===== config.mk =====
export PLATFORM = sky130hd
export DESIGN_NAME = pwm_ramp_ctrl_flat
export DESIGN_NICKNAME = d
export VERILOG_FILES = /design/src/rtl/pwm_ramp_ctrl_if.sv /design/src/rtl/pwm_ramp_ctrl.sv /design/src/flat_wrapper.sv
export SDC_FILE = /design/constraint.sdc
export NUM_CORES = 1
export LEC_CHECK = 0
export ABC_AREA = 1
export CAP_MARGIN = 20
export CELL_PAD_IN_SITES_DETAIL_PLACEMENT = 1
export CELL_PAD_IN_SITES_GLOBAL_PLACEMENT = 2
export CORE_ASPECT_RATIO = 1.75
export CORE_UTILIZATION = 28
export DETAILED_ROUTE_END_ITERATION = 16
export GPL_TIMING_DRIVEN = 0
export PLACE_DENSITY = 0.81
export SYNTH_ARGS = -nofsm -noshare
export SYNTH_HDL_FRONTEND = slang
export SYNTH_SLANG_ARGS = --single-unit

===== constraint.sdc =====
create_clock -name CLK_I -period 4 [get_ports CLK_I]
set_input_delay 1.2 -clock CLK_I [delete_from_list [all_inputs] [get_ports CLK_I]]
set_output_delay 1.2 -clock CLK_I [all_outputs]
set_load 0.005 [all_outputs]

===== src/rtl/pwm_ramp_ctrl_if.sv =====
// pwm_ramp_ctrl_if: Wishbone segment between the ramp master and the pwm slave.
// master drives ADR/DAT_O/WE/SEL/STB/CYC; slave returns DAT_I/ACK_I.
interface pwm_ramp_ctrl_if;
  logic [31:0] ADR_O;
  logic [31:0] DAT_O;
  logic [31:0] DAT_I;
  logic        WE_O;
  logic [3:0]  SEL_O;
  logic        STB_O;
  logic        CYC_O;
  logic        ACK_I;

  modport master (
    output ADR_O, DAT_O, WE_O, SEL_O, STB_O, CYC_O,
    input  DAT_I, ACK_I
  );

  modport slave (
    input  ADR_O, DAT_O, WE_O, SEL_O, STB_O, CYC_O,
    output DAT_I, ACK_I
  );
endinterface


===== src/rtl/pwm_ramp_ctrl.sv =====
// pwm_ramp_ctrl: Wishbone master ramping the pwm duty register to a target.
// Ports: CLK_I/RST_I (sync, active-high), start/abort/target/step/interval
// control, wb (master modport), busy/done/err status, cur_duty mirror.
module pwm_ramp_ctrl #(
  parameter logic [31:0] PWM_ADDR = 32'h1000_0000,
  parameter int          TIMEOUT  = 16,
  parameter int          IV_W     = 16
) (
  input  logic             CLK_I,
  input  logic             RST_I,
  input  logic             start,
  input  logic             abort,
  input  logic [31:0]      target,
  input  logic [31:0]      step,
  input  logic [IV_W-1:0]  interval,
  pwm_ramp_ctrl_if.master  wb,
  output logic             busy,
  output logic             done,
  output logic             err,
  output logic [31:0]      cur_duty
);

  localparam logic [3:0] S_IDLE  = 4'd0;
  localparam logic [3:0] S_GAP_R = 4'd1;
  localparam logic [3:0] S_RD    = 4'd2;
  localparam logic [3:0] S_CALC  = 4'd3;
  localparam logic [3:0] S_GAP_W = 4'd4;
  localparam logic [3:0] S_WR    = 4'd5;
  localparam logic [3:0] S_WAIT  = 4'd6;
  localparam logic [3:0] S_DONE  = 4'd7;
  localparam logic [3:0] S_ERR   = 4'd8;

  localparam int TW = $clog2(TIMEOUT + 1);

  logic [3:0]      state;
  logic [31:0]     tgt_q;
  logic [31:0]     stp_q;
  logic [31:0]     nxt_q;
  logic [IV_W-1:0] iv_q;
  logic [IV_W-1:0] iv_cnt;
  logic [TW-1:0]   tmo;
  logic            cyc_q;
  logic            we_q;
  logic [31:0]     calc_nxt;
  logic            tmo_hit;

  // Clamp to target whenever the remaining distance fits in one step,
  // so the ramp never wraps or overshoots.
  always_comb begin
    calc_nxt = cur_duty;
    unique case (1'b1)
      (cur_duty < tgt_q):
        calc_nxt = (tgt_q - cur_duty <= stp_q) ?
                   tgt_q : cur_duty + stp_q;
      (cur_duty > tgt_q):
        calc_nxt = (cur_duty - tgt_q <= stp_q) ?
                   tgt_q : cur_duty - stp_q;
      default:
        calc_nxt = cur_duty;
    endcase
  end

  assign tmo_hit = (tmo == TW'(TIMEOUT - 1));

  // Address/select/data are gated so the bus reads as zero between cycles.
  assign wb.CYC_O = cyc_q;
  assign wb.STB_O = cyc_q;
  assign wb.ADR_O = cyc_q ? PWM_ADDR : 32'd0;
  assign wb.SEL_O = cyc_q ? 4'hF : 4'h0;
  assign wb.WE_O  = cyc_q & we_q;
  assign wb.DAT_O = (cyc_q & we_q) ? nxt_q : 32'd0;

  always_ff @(posedge CLK_I) begin
    if (RST_I) begin
      state    <= S_IDLE;
      tgt_q    <= '0;
      stp_q    <= '0;
      nxt_q    <= '0;
      iv_q     <= '0;
      iv_cnt   <= '0;
      tmo      <= '0;
      cyc_q    <= 1'b0;
      we_q     <= 1'b0;
      busy     <= 1'b0;
      done     <= 1'b0;
      err      <= 1'b0;
      cur_duty <= '0;
    end else begin
      done <= 1'b0;
      err  <= 1'b0;
      if (abort && state != S_IDLE) begin
        state <= S_IDLE;
        cyc_q <= 1'b0;
        we_q  <= 1'b0;
        busy  <= 1'b0;
      end else begin
        unique case (state)
          S_IDLE: begin
            if (start && !abort) begin
              tgt_q <= target;
              stp_q <= (step == 32'd0) ? 32'd1 : step;
              iv_q  <= interval;
              busy  <= 1'b1;
              state <= S_GAP_R;
            end
          end
          // The slave may hold ACK one cycle past STB; wait it out.
          S_GAP_R: begin
            if (!wb.ACK_I) begin
              cyc_q <= 1'b1;
              we_q  <= 1'b0;
              tmo   <= '0;
              state <= S_RD;
            end
          end
          S_RD: begin
            if (wb.ACK_I) begin
              cur_duty <= wb.DAT_I;
              cyc_q    <= 1'b0;
              state    <= S_CALC;
            end else if (tmo_hit) begin
              cyc_q <= 1'b0;
              err   <= 1'b1;
              busy  <= 1'b0;
              state <= S_ERR;
            end else begin
              tmo <= tmo + 1'b1;
            end
          end
          S_CALC: begin
            if (cur_duty == tgt_q) begin
              done  <= 1'b1;
              busy  <= 1'b0;
              state <= S_DONE;
            end else begin
              nxt_q <= calc_nxt;
              state <= S_GAP_W;
            end
          end
          S_GAP_W: begin
            if (!wb.ACK_I) begin
              cyc_q <= 1'b1;
              we_q  <= 1'b1;
              tmo   <= '0;
              state <= S_WR;
            end
          end
          S_WR: begin
            if (wb.ACK_I) begin
              cur_duty <= nxt_q;
              cyc_q    <= 1'b0;
              we_q     <= 1'b0;
              if (nxt_q == tgt_q) begin
                done  <= 1'b1;
                busy  <= 1'b0;
                state <= S_DONE;
              end else if (iv_q == '0) begin
                state <= S_CALC;
              end else begin
                iv_cnt <= iv_q;
                state  <= S_WAIT;
              end
            end else if (tmo_hit) begin
              cyc_q <= 1'b0;
              we_q  <= 1'b0;
              err   <= 1'b1;
              busy  <= 1'b0;
              state <= S_ERR;
            end else begin
              tmo <= tmo + 1'b1;
            end
          end
          S_WAIT: begin
            if (iv_cnt <= IV_W'(1)) begin
              state <= S_CALC;
            end else begin
              iv_cnt <= iv_cnt - 1'b1;
            end
          end
          S_DONE:  state <= S_IDLE;
          S_ERR:   state <= S_IDLE;
          default: state <= S_IDLE;
        endcase
      end
    end
  end

endmodule

===== src/flat_wrapper.sv =====
// flat-port wrapper written by rule: the top's interface ports become plain ports
module pwm_ramp_ctrl_flat 
#(
  parameter logic [31:0] PWM_ADDR = 32'h1000_0000,
  parameter int          TIMEOUT  = 16,
  parameter int          IV_W     = 16
)
  (CLK_I, RST_I, start, abort, target, step, interval, busy, done, err, cur_duty, wb_ADR_O, wb_DAT_O, wb_WE_O, wb_SEL_O, wb_STB_O, wb_CYC_O, wb_DAT_I, wb_ACK_I);
  pwm_ramp_ctrl_if wb_i ();
  input  logic CLK_I;
  input  logic RST_I;
  input  logic start;
  input  logic abort;
  input  logic [31:0] target;
  input  logic [31:0] step;
  input  logic [IV_W-1:0] interval;
  output logic busy;
  output logic done;
  output logic err;
  output logic [31:0] cur_duty;
  output wire logic [$bits(wb_i.ADR_O)-1:0] wb_ADR_O;
  output wire logic [$bits(wb_i.DAT_O)-1:0] wb_DAT_O;
  output wire logic [$bits(wb_i.WE_O)-1:0] wb_WE_O;
  output wire logic [$bits(wb_i.SEL_O)-1:0] wb_SEL_O;
  output wire logic [$bits(wb_i.STB_O)-1:0] wb_STB_O;
  output wire logic [$bits(wb_i.CYC_O)-1:0] wb_CYC_O;
  input wire logic [$bits(wb_i.DAT_I)-1:0] wb_DAT_I;
  input wire logic [$bits(wb_i.ACK_I)-1:0] wb_ACK_I;
  assign wb_ADR_O = wb_i.ADR_O;
  assign wb_DAT_O = wb_i.DAT_O;
  assign wb_WE_O = wb_i.WE_O;
  assign wb_SEL_O = wb_i.SEL_O;
  assign wb_STB_O = wb_i.STB_O;
  assign wb_CYC_O = wb_i.CYC_O;
  assign wb_i.DAT_I = wb_DAT_I;
  assign wb_i.ACK_I = wb_ACK_I;
  pwm_ramp_ctrl #(.PWM_ADDR(PWM_ADDR), .TIMEOUT(TIMEOUT), .IV_W(IV_W)) u_core (.CLK_I(CLK_I), .RST_I(RST_I), .start(start), .abort(abort), .target(target), .step(step), .interval(interval), .wb(wb_i), .busy(busy), .done(done), .err(err), .cur_duty(cur_duty));
endmodule

# Word-level counts from Yosys, hierarchy flattened
# Cells that the tools add are included.
[totals]
reg_bits = 174
out_inout_bits = 106
word_cells = 127
[op_classes]
add_sub_neg = 6
order_cmp = 5
eq_ne = 26
mux = 48
bitwise = 4
n_reduce_logical = 25
[ops]
columns = ["cell", "n"]
rows = [
  ["32-bit two-way mux", 6],
  ["32-bit case mux with 2 select lines", 2],
  ["32-bit subtractor", 3],
  ["32-bit equality test", 2],
  ["32-bit <= comparator", 2],
  ["16-bit two-way mux", 4],
  ["4-bit two-way mux", 9],
  ["32-bit adder", 1],
  ["32-bit > comparator", 1],
  ["32-bit logical NOT", 1],
  ["32-bit < comparator", 1],
  ["16-bit case mux with 2 select lines", 1],
  ["29-bit two-way mux", 1],
  ["4-bit case mux with 7 select lines", 1],
  ["2-bit != test, second input constant", 11],
  ["16-bit by 1-bit <= comparator with 1-bit output, second input constant", 1],
  ["16-bit logical NOT", 1],
  ["16-bit by 1-bit subtractor with 16-bit output, second input constant", 1],
  ["5-bit two-way mux", 3],
  ["1-bit two-way mux", 14],
  ["4-bit by 3-bit equality test with 1-bit output, second input constant", 3],
  ["4-bit AND reduction", 3],
  ["5-bit case mux with 2 select lines", 1],
  ["5-bit AND reduction", 2],
  ["24 further kinds", 39],
]

# Logic depth before layout (Yosys ltp)
[depth]
depth_word = 5
mapped_depth = 28
mapped_depth_nobuf = 27

# Worst setup path before layout
# OpenSTA, ideal clock, no wires.
[synth_timing]
path_type = "reg2reg"
startpoint = "register u_core.cur_duty[1]"
endpoint = "register u_core.nxt_q[17]"
setup_time_ps = 138
arrival_time_ps = 3674
required_time_ps = 3862
slack_ps = 188
path_stages_with_launch = 28
n_path_buf = 2
cell_sequence = "dfxtp_1 > inv_1 > ha_1 > nand2_1 > inv_1 > a21oi_1 > inv_1 > a21oi_1 > o21ai_0 > nand2_1 > o2111ai_1 > xor2_1 > inv_1 > ha_1 > nand2_1 > nor2_1 > and2_1 > and3b_1 > nand2_1 > buf_4 > inv_1 > a21oi_1 > buf_2 > nand2_1 > nand3_1 > nand3_1 > nand2_1 > a21oi_2"
[synth_via]
elab_chain_len = 4
elab_cells_between_ends = 14
[synth_lines]
columns = ["item", "line", "rtl"]
rows = [
  ["start: declaration", "pwm_ramp_ctrl.sv:20", "output logic [31:0] cur_duty"],
  ["start signal: assignment", "pwm_ramp_ctrl.sv:118", "cur_duty <= wb.DAT_I;"],
  ["start signal: assignment", "pwm_ramp_ctrl.sv:150", "cur_duty <= nxt_q;"],
  ["32-bit subtractor, on equally long branches", "pwm_ramp_ctrl.sv:56, pwm_ramp_ctrl.sv:53", ""],
  ["32-bit <= comparator, on equally long branches", "pwm_ramp_ctrl.sv:56, pwm_ramp_ctrl.sv:53", ""],
  ["32-bit two-way mux, on equally long branches", "pwm_ramp_ctrl.sv:56, pwm_ramp_ctrl.sv:53", ""],
  ["32-bit case mux with 2 select lines", "pwm_ramp_ctrl.sv:51", "unique case (1'b1)"],
  ["end signal: assignment", "pwm_ramp_ctrl.sv:136", "nxt_q <= calc_nxt;"],
  ["end: declaration", "pwm_ramp_ctrl.sv:38", "logic [31:0] nxt_q;"],
]
# Parallel ways exist; a longest one is shown, timed or not.
# A chain may end at the register's enable or synchronous reset.

# Final worst setup path
[layout_timing]
startpoint = "register u_core.cur_duty[14]"
endpoint = "register u_core.nxt_q[16]"
# The elaborated chain is that of the path after synthesis.

==> metrics <==
status finished, violations left; failing checks setup timing; Setup Crit Path Kind flip-flop to flip-flop; CTS Buf Count 17; RR Endpoint u_core.nxt_q[16]; Fill cells 8,717; Post-CTS Hold Buffers 0; Post-synth EDFFs 0; max-cap violations 0; crit path capture type flip-flop; largest net degree at the start of global routing 19; Synth Warn # 0; Lkg Pwr 12.4 nW; Main synth FF type dfxtp_1; CP arrival roughly 4500 ps; post-route worst setup slack -128 ps; Hold EP u_core.iv_q[11]; DR WL/cell 24.8 um; Yosys reg bits roughly 170; Storage cell area approximately 3600 um^2; Die H about 350 um; Initial Util between 20 and 30%; Residual DRC 0; CTS Sinks approximately 170; clock tree buffer depth 2; synth top area cells dfxtp_1 (18%), nand2_1 (16%), ha_1 (12%), inv_1 (8.9%), a21oi_1 (6.8%); crit-path cells inv_1 -> ha_4 -> nand2_2 -> o21ai_1 -> a21oi_2 -> o211ai_1 -> xor2_1 -> inv_1 -> ha_1 -> nand2_1 -> nor2_1 -> and2_4 -> and3_4 -> nand2_8 -> buf_12 -> nand2_8 -> buf_12 -> buf_12 -> nand2_4 -> nand3_2 -> nand3_2 -> nand2_4 -> a21oi_2; Crit path top cell by count buf_12; R2R cell count 23; most frequent cells after synthesis nand2_1 (820), inv_1 (456), nor2_1 (330); routed vias/inst between 5 and 6; Worst EP required around 4400 ps; placer congestion estimate around 1.1; Detail Placement HPWL approximately 90,000 um; worst r2r src u_core.cur_duty[14]; Worst VDD drop slightly above 0.4 mV; final period utilization 103%; sequential cell area fraction in the yosys report ~18%; Nets between 3,000 and 4,000; Worst-Margin Slew 1160 ps; total power ~12 mW; Clock Latency Late Sink about 520 ps; PortBufs 190; CTS tree yes; initial antenna violation count 0; Die Span X ~200 um; Synth cell types slightly below 60; Routed Antenna Nets 0; multi-input logic area 15,600 um^2; post-layout utilization of the core approximately two fifths; Reg clk slew, reported paths 90 ps; Setup violations, final 30; Syn Inst Count ~3,200; htree depth 4; Worst Path Max Fanout 5; hold crit path type flip-flop to flip-flop; initial DRC count 963; IO Count roughly 220; RSZ-0062 raised after global routing yes; ys async rst share 0%; cell area after layout about 27,000 um^2; placed inst area about 22,000 um^2; most frequent cell after synthesis nand2_1; CP max stage delay around 550 ps; full die area 69,900 um^2; share of post-route cells with drive strength above 1 a little under a quarter; DRT Wirelength approximately 110,000 um; worst hold margin around 490 ps; Clk Tree Root Cell clkbuf_16; row count roughly 130; # diodes 0; Crit-path slowest cell o211ai_1; fin crit period ~4100 ps; first-pass GRT wire length roughly 160,000 um; core box area 67,800 um^2; FF-to-FF setup slack -130 ps; via count about 23,000; final hold viol count 0; Slew headroom approximately 22%; Post-Route Setup TNS -2080 ps; hold depth 2; worst hold start u_core.iv_q[11]; Power Dens Cells roughly 450 nW/um^2; total gr overflow 0; leading area contributor after synthesis dfxtp_1; vias in the first global route between 20,000 and 25,000; max frequency ~240 MHz; Avg Cell Area, Syn 6.04 um^2; drt first pass iters 5; CP startpoint kind flip-flop; mapped cell area between 15,000 and 20,000 um^2; top cell type's share of synthesized area approximately 18%; Max Slew Vio Count 0; GRT Util Overall between 30% and 40%; area delta synth->final 41.6%; clock skew between 20 and 25 ps
cells by family (layout without fill, tap and decap cells):
| logic type | after synthesis | count (layout) | synth area share [%] |
|---|---|---|---|
| simple gates | 1467 | 1468 | 31.8 |
| buf+inv | 638 | 1019 | 14.1 |
| compound gates | 618 | 618 | 18.7 |
| fa+ha+maj | 196 | 196 | 12.9 |
| flops | 174 | 174 | 18.1 |
| xor+xnor | 96 | 96 | 4.37 |
| other cells | 1 | 31 | 0.0195 |
metal layers:
layer  share of wire [%]  track usage, %  vias to the layer above
met2                  51            58.1                      697
met3                 3.4            3.25                      381
li1                    -               -                    11000
met1                  35            29.8                    11400
met4                  10            27.5                        0
met5                   0               0                        -
how the worst max path moves through the flow:
stage                        start          endpoint  depth (start not counted)
2_1_floorplan   u_core.cur_duty[1]  u_core.nxt_q[17]                         27
3_5_place_dp   u_core.cur_duty[13]  u_core.nxt_q[31]                         28
6_report       u_core.cur_duty[14]  u_core.nxt_q[16]                         23
3_3_place_gp   u_core.cur_duty[12]  u_core.nxt_q[31]                         28
5_1_grt            u_core.tgt_q[6]  u_core.nxt_q[30]                         27
4_1_cts            u_core.tgt_q[0]  u_core.nxt_q[30]                         24
area by class of cell:
| class | instances | area share, % |
|---|---|---|
| clock buffer | 18 | 1.61 |
| timing repair buffer | 357 | 12.4 |
| tap | 896 | 4.11 |
| clock inverter | 14 | 0.706 |
| inverter | 474 | 6.61 |
| multi-input combinational | 2409 | 57.3 |
| sequential | 174 | 13.3 |
| buffer | 156 | 4.00 |
critical path: cells and delay by family, from the launching register on:
kind            cells  cell delay [ps]
fa+ha+maj           2              620
buf+inv             5              540
flops               1              350
simple gates       11             1180
xor+xnor            1              210
compound gates      4             1040
repair_timing:
action                                  4_1_cts  5_1_grt
resized for setup                           520      270
cloned                                        5        1
endpoints found under the setup margin       43       32
setup buffers                               105       57
pin swaps                                   106      154
through the flow:
stage               worst slack, ps  cells
global placement              -2030   4306
CTS                            -121   4446
detailed placement            -2060   4309
floorplan                       188   3220
global route                   -220   4498
finish                         -128   4498
power breakdown:
group / switching (mW) / leakage, nW / total (mW) / internal (mW)
clock network: 0.943 / 0.311 / 1.92 / 0.975
registers: 0.106 / 1.45 / 1.93 / 1.83
logic: 5.18 / 10.7 / 8.54 / 3.36
sequential cells by signal (all words and copies together), names as in the netlist:
signal	flops
u_core.tgt_q	32
u_core.iv_cnt	16
u_core.tmo	5
u_core.stp_q	32
u_core.done	1
u_core.wb.CYC_O	1
u_core.err	1
u_core.iv_q	16
u_core.busy	1
u_core.we_q	1
u_core.state	4
u_core.nxt_q	32
u_core.cur_duty	32
cells in the final DEF (no fill, tap or decap), types with 94 or more instances in the layout:
cell,synthesis,layout
dfxtp_1,174,125
nand2_1,820,737
ha_1,192,153
clkdlybuf4s50_1,0,190
a21oi_1,262,171
o21ai_0,154,100
inv_1,456,407
buf_4,49,186
nand3_1,160,122
a211oi_1,96,94
nor2_1,330,290
Note: power is estimated with default switching activity, not from simulation.
